==> src/rtl/pipe_pkg.sv <==
// pipe_pkg: shared types for the 5-stage pipeline hazard/forwarding logic.
//   fwd_sel_t   - EX operand mux select (regfile / writeback / EX-MEM ALU)
//   stage_tag_t - per-stage shadow of an instruction's destination info
//   REG_ADDR_W  - register index width
package pipe_pkg;

   localparam int REG_ADDR_W = 5;

   typedef enum logic [1:0] {
      FWD_REGFILE = 2'b00,
      FWD_WB      = 2'b01,
      FWD_MEM     = 2'b10
   } fwd_sel_t;

   typedef struct packed {
      logic                  valid;
      logic [REG_ADDR_W-1:0] rd;
      logic                  reg_write;
      logic                  mem_read;
   } stage_tag_t;

endpackage

==> src/rtl/fwd_match.sv <==
// fwd_match: forwarding select and load-use detection for one source operand.
//   rs, rs_used - source register index in ID and whether it is really read
//   ide, exm    - shadow tags of the instructions one and two stages ahead
//   sel         - forwarding select this operand needs on entry to EX
//   load_hit    - the instruction directly ahead is a load producing rs
module fwd_match
   import pipe_pkg::*;
(
   input  logic [REG_ADDR_W-1:0] rs,
   input  logic                  rs_used,
   input  stage_tag_t            ide,
   input  stage_tag_t            exm,
   output fwd_sel_t              sel,
   output logic                  load_hit
);

   logic ide_match;
   logic exm_match;

   // x0 is hard-wired zero, so a producer targeting it never matches.
   assign ide_match = rs_used && ide.valid && (ide.rd != '0) && (ide.rd == rs);
   assign exm_match = rs_used && exm.valid && (exm.rd != '0) && (exm.rd == rs);

   always_comb begin
      sel = FWD_REGFILE;
      // Newer producer wins over older one.
      if (ide_match && ide.reg_write) begin
         sel = FWD_MEM;
      end else if (exm_match && exm.reg_write) begin
         sel = FWD_WB;
      end
   end

   assign load_hit = ide_match && ide.mem_read;

endmodule

==> src/rtl/forward_ctrl.sv <==
// forward_ctrl: hazard and forwarding controller for the 5-stage pipeline.
//   clk, rst_n            - clock, asynchronous active-low reset
//   id_*                  - decoded fields of the instruction currently in ID
//   flush                 - kill the ID instruction (branch redirect)
//   mem_busy              - data memory not ready, freeze everything
//   forward_a, forward_b  - registered EX operand selects
//   stall                 - hold PC and IF/ID (combinational)
//   freeze                - all pipeline registers hold (mirror of mem_busy)
module forward_ctrl
   import pipe_pkg::*;
(
   input  logic                  clk,
   input  logic                  rst_n,
   input  logic                  id_valid,
   input  logic [REG_ADDR_W-1:0] id_rs1,
   input  logic [REG_ADDR_W-1:0] id_rs2,
   input  logic                  id_rs1_used,
   input  logic                  id_rs2_used,
   input  logic [REG_ADDR_W-1:0] id_rd,
   input  logic                  id_reg_write,
   input  logic                  id_mem_read,
   input  logic                  flush,
   input  logic                  mem_busy,
   output logic [1:0]            forward_a,
   output logic [1:0]            forward_b,
   output logic                  stall,
   output logic                  freeze
);

   stage_tag_t ide_reg;
   stage_tag_t exm_reg;
   stage_tag_t mwb_reg;
   stage_tag_t id_tag;
   fwd_sel_t   fwd_a_reg;
   fwd_sel_t   fwd_b_reg;

   logic [REG_ADDR_W-1:0] rs_arr   [2];
   logic                  used_arr [2];
   fwd_sel_t              sel_arr  [2];
   logic                  hit_arr  [2];
   logic                  hazard;

   assign rs_arr[0]   = id_rs1;
   assign rs_arr[1]   = id_rs2;
   assign used_arr[0] = id_rs1_used;
   assign used_arr[1] = id_rs2_used;

   generate
      for (genvar gi = 0; gi < 2; gi++) begin : g_match
         fwd_match u_match (
            .rs       (rs_arr[gi]),
            .rs_used  (used_arr[gi]),
            .ide      (ide_reg),
            .exm      (exm_reg),
            .sel      (sel_arr[gi]),
            .load_hit (hit_arr[gi])
         );
      end
   endgenerate

   assign id_tag = '{valid: id_valid, rd: id_rd, reg_write: id_reg_write, mem_read: id_mem_read};

   // A bubble in ID can never be the consumer of a load.
   assign hazard = id_valid && (hit_arr[0] || hit_arr[1]);
   // Freeze and flush both mask the stall request.
   assign stall  = hazard && !flush && !mem_busy;
   assign freeze = mem_busy;

   always_ff @(posedge clk or negedge rst_n) begin
      if (!rst_n) begin
         ide_reg   <= '0;
         exm_reg   <= '0;
         mwb_reg   <= '0;
         fwd_a_reg <= FWD_REGFILE;
         fwd_b_reg <= FWD_REGFILE;
      end else if (mem_busy) begin
         // Everything holds; flush is expected to be re-presented afterwards.
         ide_reg   <= ide_reg;
      end else if (flush || hazard) begin
         // Killed or stalled ID instruction: a bubble enters EX, older ones drain.
         ide_reg   <= '0;
         exm_reg   <= ide_reg;
         mwb_reg   <= exm_reg;
         fwd_a_reg <= FWD_REGFILE;
         fwd_b_reg <= FWD_REGFILE;
      end else begin
         ide_reg   <= id_tag;
         exm_reg   <= ide_reg;
         mwb_reg   <= exm_reg;
         fwd_a_reg <= id_valid ? sel_arr[0] : FWD_REGFILE;
         fwd_b_reg <= id_valid ? sel_arr[1] : FWD_REGFILE;
      end
   end

   assign forward_a = fwd_a_reg;
   assign forward_b = fwd_b_reg;

endmodule

==> config.mk <==
export PLATFORM = sky130hd
export DESIGN_NAME = forward_ctrl
export DESIGN_NICKNAME = d
export VERILOG_FILES = /design/src/rtl/pipe_pkg.sv /design/src/rtl/fwd_match.sv /design/src/rtl/forward_ctrl.sv
export SDC_FILE = /design/constraint.sdc
export NUM_CORES = 1
export LEC_CHECK = 0
export ABC_AREA = 1
export CORE_ASPECT_RATIO = 1.25
export CORE_UTILIZATION = 50
export CTS_BUF_LIST = sky130_fd_sc_hd__clkbuf_2 sky130_fd_sc_hd__clkbuf_4 sky130_fd_sc_hd__clkbuf_8
export DETAILED_ROUTE_END_ITERATION = 8
export GPL_TIMING_DRIVEN = 0
export PLACE_DENSITY_LB_ADDON = 0.1
export SLEW_MARGIN = 0
export SYNTH_ARGS = -nofsm -noshare
export SYNTH_HDL_FRONTEND = slang
export SYNTH_SLANG_ARGS = --single-unit
==> constraint.sdc <==
create_clock -name clk -period 2.9 [get_ports clk]
set_input_delay 0.435 -clock clk [delete_from_list [all_inputs] [get_ports clk]]
set_output_delay 0.435 -clock clk [all_outputs]
set_load 0.02 [all_outputs]
# == After elaboration in Yosys (flattened, before gate mapping) ==
# Index checks and enable logic that the tools add are counted.
# totals
register_bits,19
in_bits,24
out_inout_bits,6
elab_cells,49
# op_classes
n_eq_ne,4
n_mux,9
n_reduce_logical,27
# op_table
cell,count
1-bit logical AND,21
5-bit equality test,4
2-bit 2-to-1 mux,6
5-bit nonzero test,2
8-bit 2-to-1 mux,1
1-bit logical NOT,2
1-bit logical OR,2
1-bit 2-to-1 mux,2

# == Logic depth before layout (Yosys ltp) ==
# logic_depth
depth_word,8
depth_mapped,12
depth_no_buf,11

# == By module ==
# Synthesis repeated with hierarchy kept, for this count alone.
# hier_totals
cells_unflattened,229
area_unflattened_um2,1410.1
# by_module_without_submodules
module,instances,cells_each,area_per_inst_um2,seq_area_each_um2
forward_ctrl,1,113,907.1,500.5
fwd_match,2,58,251.5,0.0

# == Worst setup path before layout ==
# OpenSTA, ideal clock, no wires.
# synth_path
path_kind,input to output
from,in id_rs2[2]
to,out stall
arrival_ns,1.254
required_ns,2.465
slack_ns,1.211
path_stages,10
path_buffers,1
path_cell_list,inv_1 -> nand2_1 -> nand2_1 -> nand2_1 -> nor2_2 -> nand2_1 -> nand2_1 -> nand2_2 -> buf_6 -> nor3_4
# synth_via
elab_chain_len,7
# synth_rtl
item,line,rtl
from (decl),forward_ctrl.sv:16,"input logic [REG_ADDR_W-1:0] id_rs2,"
5-bit equality test,fwd_match.sv:21,assign ide_match = rs_used && ide.valid && (ide.rd != '0) && (ide.rd == rs);
1-bit logical AND,fwd_match.sv:21,
1-bit logical AND,fwd_match.sv:34,assign load_hit = ide_match && ide.mem_read;
1-bit logical OR,forward_ctrl.sv:64,assign hazard = id_valid && (hit_arr[0] || hit_arr[1]);
1-bit logical AND,forward_ctrl.sv:64,
1-bit logical AND (2 in a row),forward_ctrl.sv:66,assign stall = hazard && !flush && !mem_busy;
to (decl),forward_ctrl.sv:26,"output logic stall,"
# No other way between the ends.

# == Worst setup path in the final report ==
# layout_path
from,in id_rs2[1]
to,out stall
# The elaborated chain is that of the path after synthesis.

==> insert_results.sql <==
INSERT INTO impl_metrics (metric_group, metric, value, unit) VALUES
('status', 'status', 'completed', ''),
('logic_synthesis', 'synth_compound_gate_area_share', '4.50', '%'),
('clock_network', 'cts_buffers', '3', ''),
('cells_and_area', 'combined_area_of_the_multi_input_logic_cells', '617', 'µm²'),
('worst_setup_path', 'worst-r2r-setup-slack', '1.41', 'ns'),
('grt', 'overflow', '0', ''),
('logic_synthesis', 'ys_seq_area_share', '38.9', '%'),
('placed_design', 'port_buffers', '29', ''),
('placed_design', 'dpl.cell_count', '253', ''),
('routing', 'vias', '1264', ''),
('worst_setup_path', 'worstPathArrival', '2.06', 'ns'),
('min_path', 'min-delay-start', 'forward_a[1]$_DFFE_PN0N_', ''),
('grt', 'grt_usage', '26.0', '%'),
('logic_synthesis', 'synth_xor_area_share', '2.15', '%'),
('run', 'cap_viol_max_count', '0', ''),
('cells_and_area', 'layout.nets', '251', ''),
('placed_design', 'post-place-ws', '0.0235', 'ns'),
('routing', 'wl_per_cell', '11.9', 'µm'),
('routing', 'drc_violations', '0', ''),
('sta', 'unrepaired_setup_endpoints_after_global_routing', 'false', ''),
('logic_synthesis', 'most_area_consuming_cells_after_synthesis', 'sky130_fd_sc_hd__dfrtp_1, sky130_fd_sc_hd__nand2_1, sky130_fd_sc_hd__nand3_1, sky130_fd_sc_hd__inv_1, sky130_fd_sc_hd__nor2_1', ''),
('sta', 'slew-limit-headroom', '42.7', '%'),
('logic_synthesis', 'synth.net_count', '217', ''),
('cells_and_area', 'final.fill_count', '204', ''),
('cells_and_area', 'postLayoutCoreUtil', '70.1', '%'),
('floorplan', 'pin_count', '30', ''),
('logic_synthesis', 'synthDominantAreaCellType', 'sky130_fd_sc_hd__dfrtp_1', ''),
('routing', 'ant_nets', '0', ''),
('routing', 'detail_route.vias_per_cell', '4.92', ''),
('placed_design', 'placed_cell_area', '1550', 'µm²'),
('floorplan', 'die_area', '2650', 'µm²'),
('routing', 'detail_route.first_pass.iterations', '4', ''),
('floorplan', 'die_y', '57.3', 'µm'),
('power_and_ir_drop', 'leakagePower', '0.872', 'nW'),
('logic_synthesis', 'synth.area.mux_share', '0', '%'),
('worst_setup_path', 'timing.critical_path.slowest_stage_cell', 'sky130_fd_sc_hd__clkdlybuf4s50_1', ''),
('sta', 'finalHoldViolations', '0', ''),
('floorplan', 'start_util', '54.1', '%'),
('power_and_ir_drop', 'power.ir.vdd_worst', '0.274', 'mV'),
('worst_setup_path', 'regToRegEndpoint', 'ide_reg[0]$_DFFE_PN0N_', ''),
('logic_synthesis', 'flop_and_latch_count_out_of_synthesis', '19', ''),
('sta', 'final.setup_skew', '0.00385', 'ns'),
('worst_setup_path', 'start_kind', 'primary input', ''),
('min_path', 'hold_path_class', 'flip-flop to flip-flop', ''),
('cells_and_area', 'area_growth', '29.6', '%'),
('clock_network', 'number_of_buffers_between_clock_root_and_the_deepest_sink', '2', ''),
('logic_synthesis', 'synth_simple_gate_area_share', '43.8', '%'),
('sta', 'timing.final.crit_period', '2.50', 'ns'),
('grt', 'number_of_global_route_vias_before_repair', '1233', ''),
('logic_synthesis', 'post-synth-top-area-fraction', '38.9', '%'),
('placed_design', 'gp_congestion', '0.908', ''),
('logic_synthesis', 'synthesized_instance_count', '193', ''),
('worst_setup_path', 'cpPeakStageDelay', '0.55', 'ns'),
('clock_network', 'hold_buffers', '0', ''),
('clock_network', 'clk_latency', '0.30', 'ns'),
('sta', 'timing.final.crit_share', '86.1', '%'),
('logic_synthesis', 'mappedNetlistArea', '1220', 'µm²'),
('cells_and_area', 'layout_common_cells', 'sky130_fd_sc_hd__nand2_1, sky130_fd_sc_hd__clkdlybuf4s50_1, sky130_fd_sc_hd__inv_1', ''),
('cells_and_area', 'finish.cell_count_without_fillers', '257', ''),
('cells_and_area', 'layout.cells.most_common', 'sky130_fd_sc_hd__nand2_1', ''),
('clock_network', 'tritoncts', 'built', ''),
('clock_network', 'cts_setup_buffers', '0', ''),
('worst_setup_path', 'crit_chain', 'clkdlybuf4s50_1 -> inv_1 -> nand2_1 -> nand3_1 -> nor2_1 -> nand2_1 -> nand2_1 -> nand2_2 -> buf_6 -> nor3_4 -> dlymetal6s2s_1', ''),
('grt', 'antenna_found_initial', '0', ''),
('logic_synthesis', 'main_combinational_cell_family_by_area_after_synthesis', 'simple AND/OR/NAND/NOR gates', ''),
('sta', 'final-max-slew-violation-count', '0', ''),
('clock_network', 'cts.sink_count', '19', ''),
('worst_setup_path', 'cp_common_cell', 'sky130_fd_sc_hd__nand2_1', ''),
('sta', 'worst_slew_pin_slew', '0.857', 'ns'),
('cells_and_area', 'postLayoutCellArea', '1580', 'µm²'),
('routing', 'drt_first_iter_violations', '28', '');
worst max-delay path by stage:
stage / startpoint / cells past startpoint / end / slack (ns)
2_1_floorplan: id_rs2[2] / 10 / stall / 1.21
3_3_place_gp: id_rs2[3] / 11 / stall / 0.07
3_5_place_dp: id_rs2[1] / 11 / stall / 0.02
4_1_cts: id_rs2[1] / 11 / stall / 0.006
5_1_grt: id_rs1_used / 11 / stall / 0.34
6_report: id_rs2[1] / 11 / stall / 0.40
power by group:
group          switching, W  internal, W
combinational     0.0000747    0.0000616
clock             0.0000823    0.0000631
sequential        0.0000207     0.000283
metal layers:
metal | GRT usage, % | wire (µm) | vias to the layer above | part of all wire, %
met3 | 2.53 | 99 | 9 | 3.2
met1 | 30.1 | 1310 | 566 | 43
met2 | 45.7 | 1550 | 35 | 51
met4 | 12.6 | 88 | 0 | 2.9
met5 | 0 | 0 | - | 0
li1 | - | - | 654 | -
timing repair:
action	CTS	global route
resized for setup	0	1
endpoints found under the setup margin	0	1
endpoints found under the hold margin	0	0
worst max-delay path: cells and delay by family:
kind          cells  cell delay, ns
buf+inv           4            1.00
simple gates      7            0.64
logic make-up (layout without fill, tap and decap cells):
group | Yosys count | after routing
AND/OR/NAND/NOR | 129 | 129
AO/OA/AOI/OAI | 11 | 11
flip-flops | 19 | 19
XOR/XNOR | 3 | 3
buffers and inverters | 31 | 64
metrics by stage:
step                      power [W]  hold slack (ns)
after floorplan            0.000379            0.139
after global placement     0.000441            0.465
after detailed placement   0.000445            0.472
after CTS                  0.000589            0.500
after global routing       0.000621            0.518
final                      0.000585            0.500
area by class of cell:
type                            count  share of cell area [%]
Inverter                           26                    6.16
Timing Repair Buffer               29                    18.5
Clock buffer                        4                    1.90
Multi-Input combinational cell    143                    38.9
Tap cell                           31                    2.45
Buffer                              5                    2.05
Sequential cell                    19                    30.0
Yosys cell counts:
master,count
sky130_fd_sc_hd__nor2_2,3
sky130_fd_sc_hd__nand2_1,88
sky130_fd_sc_hd__inv_1,21
sky130_fd_sc_hd__xor2_1,3
sky130_fd_sc_hd__buf_6,1
sky130_fd_sc_hd__nor2_1,15
sky130_fd_sc_hd__a21oi_1,2
sky130_fd_sc_hd__nand2_2,1
sky130_fd_sc_hd__buf_4,1
sky130_fd_sc_hd__nand4_1,2
sky130_fd_sc_hd__clkbuf_1,1
sky130_fd_sc_hd__buf_2,2
sky130_fd_sc_hd__inv_2,5
sky130_fd_sc_hd__nor3_4,1
sky130_fd_sc_hd__nand3_1,19
sky130_fd_sc_hd__o21ai_0,9
sky130_fd_sc_hd__dfrtp_1,19
(Power assumes the default switching activity.)
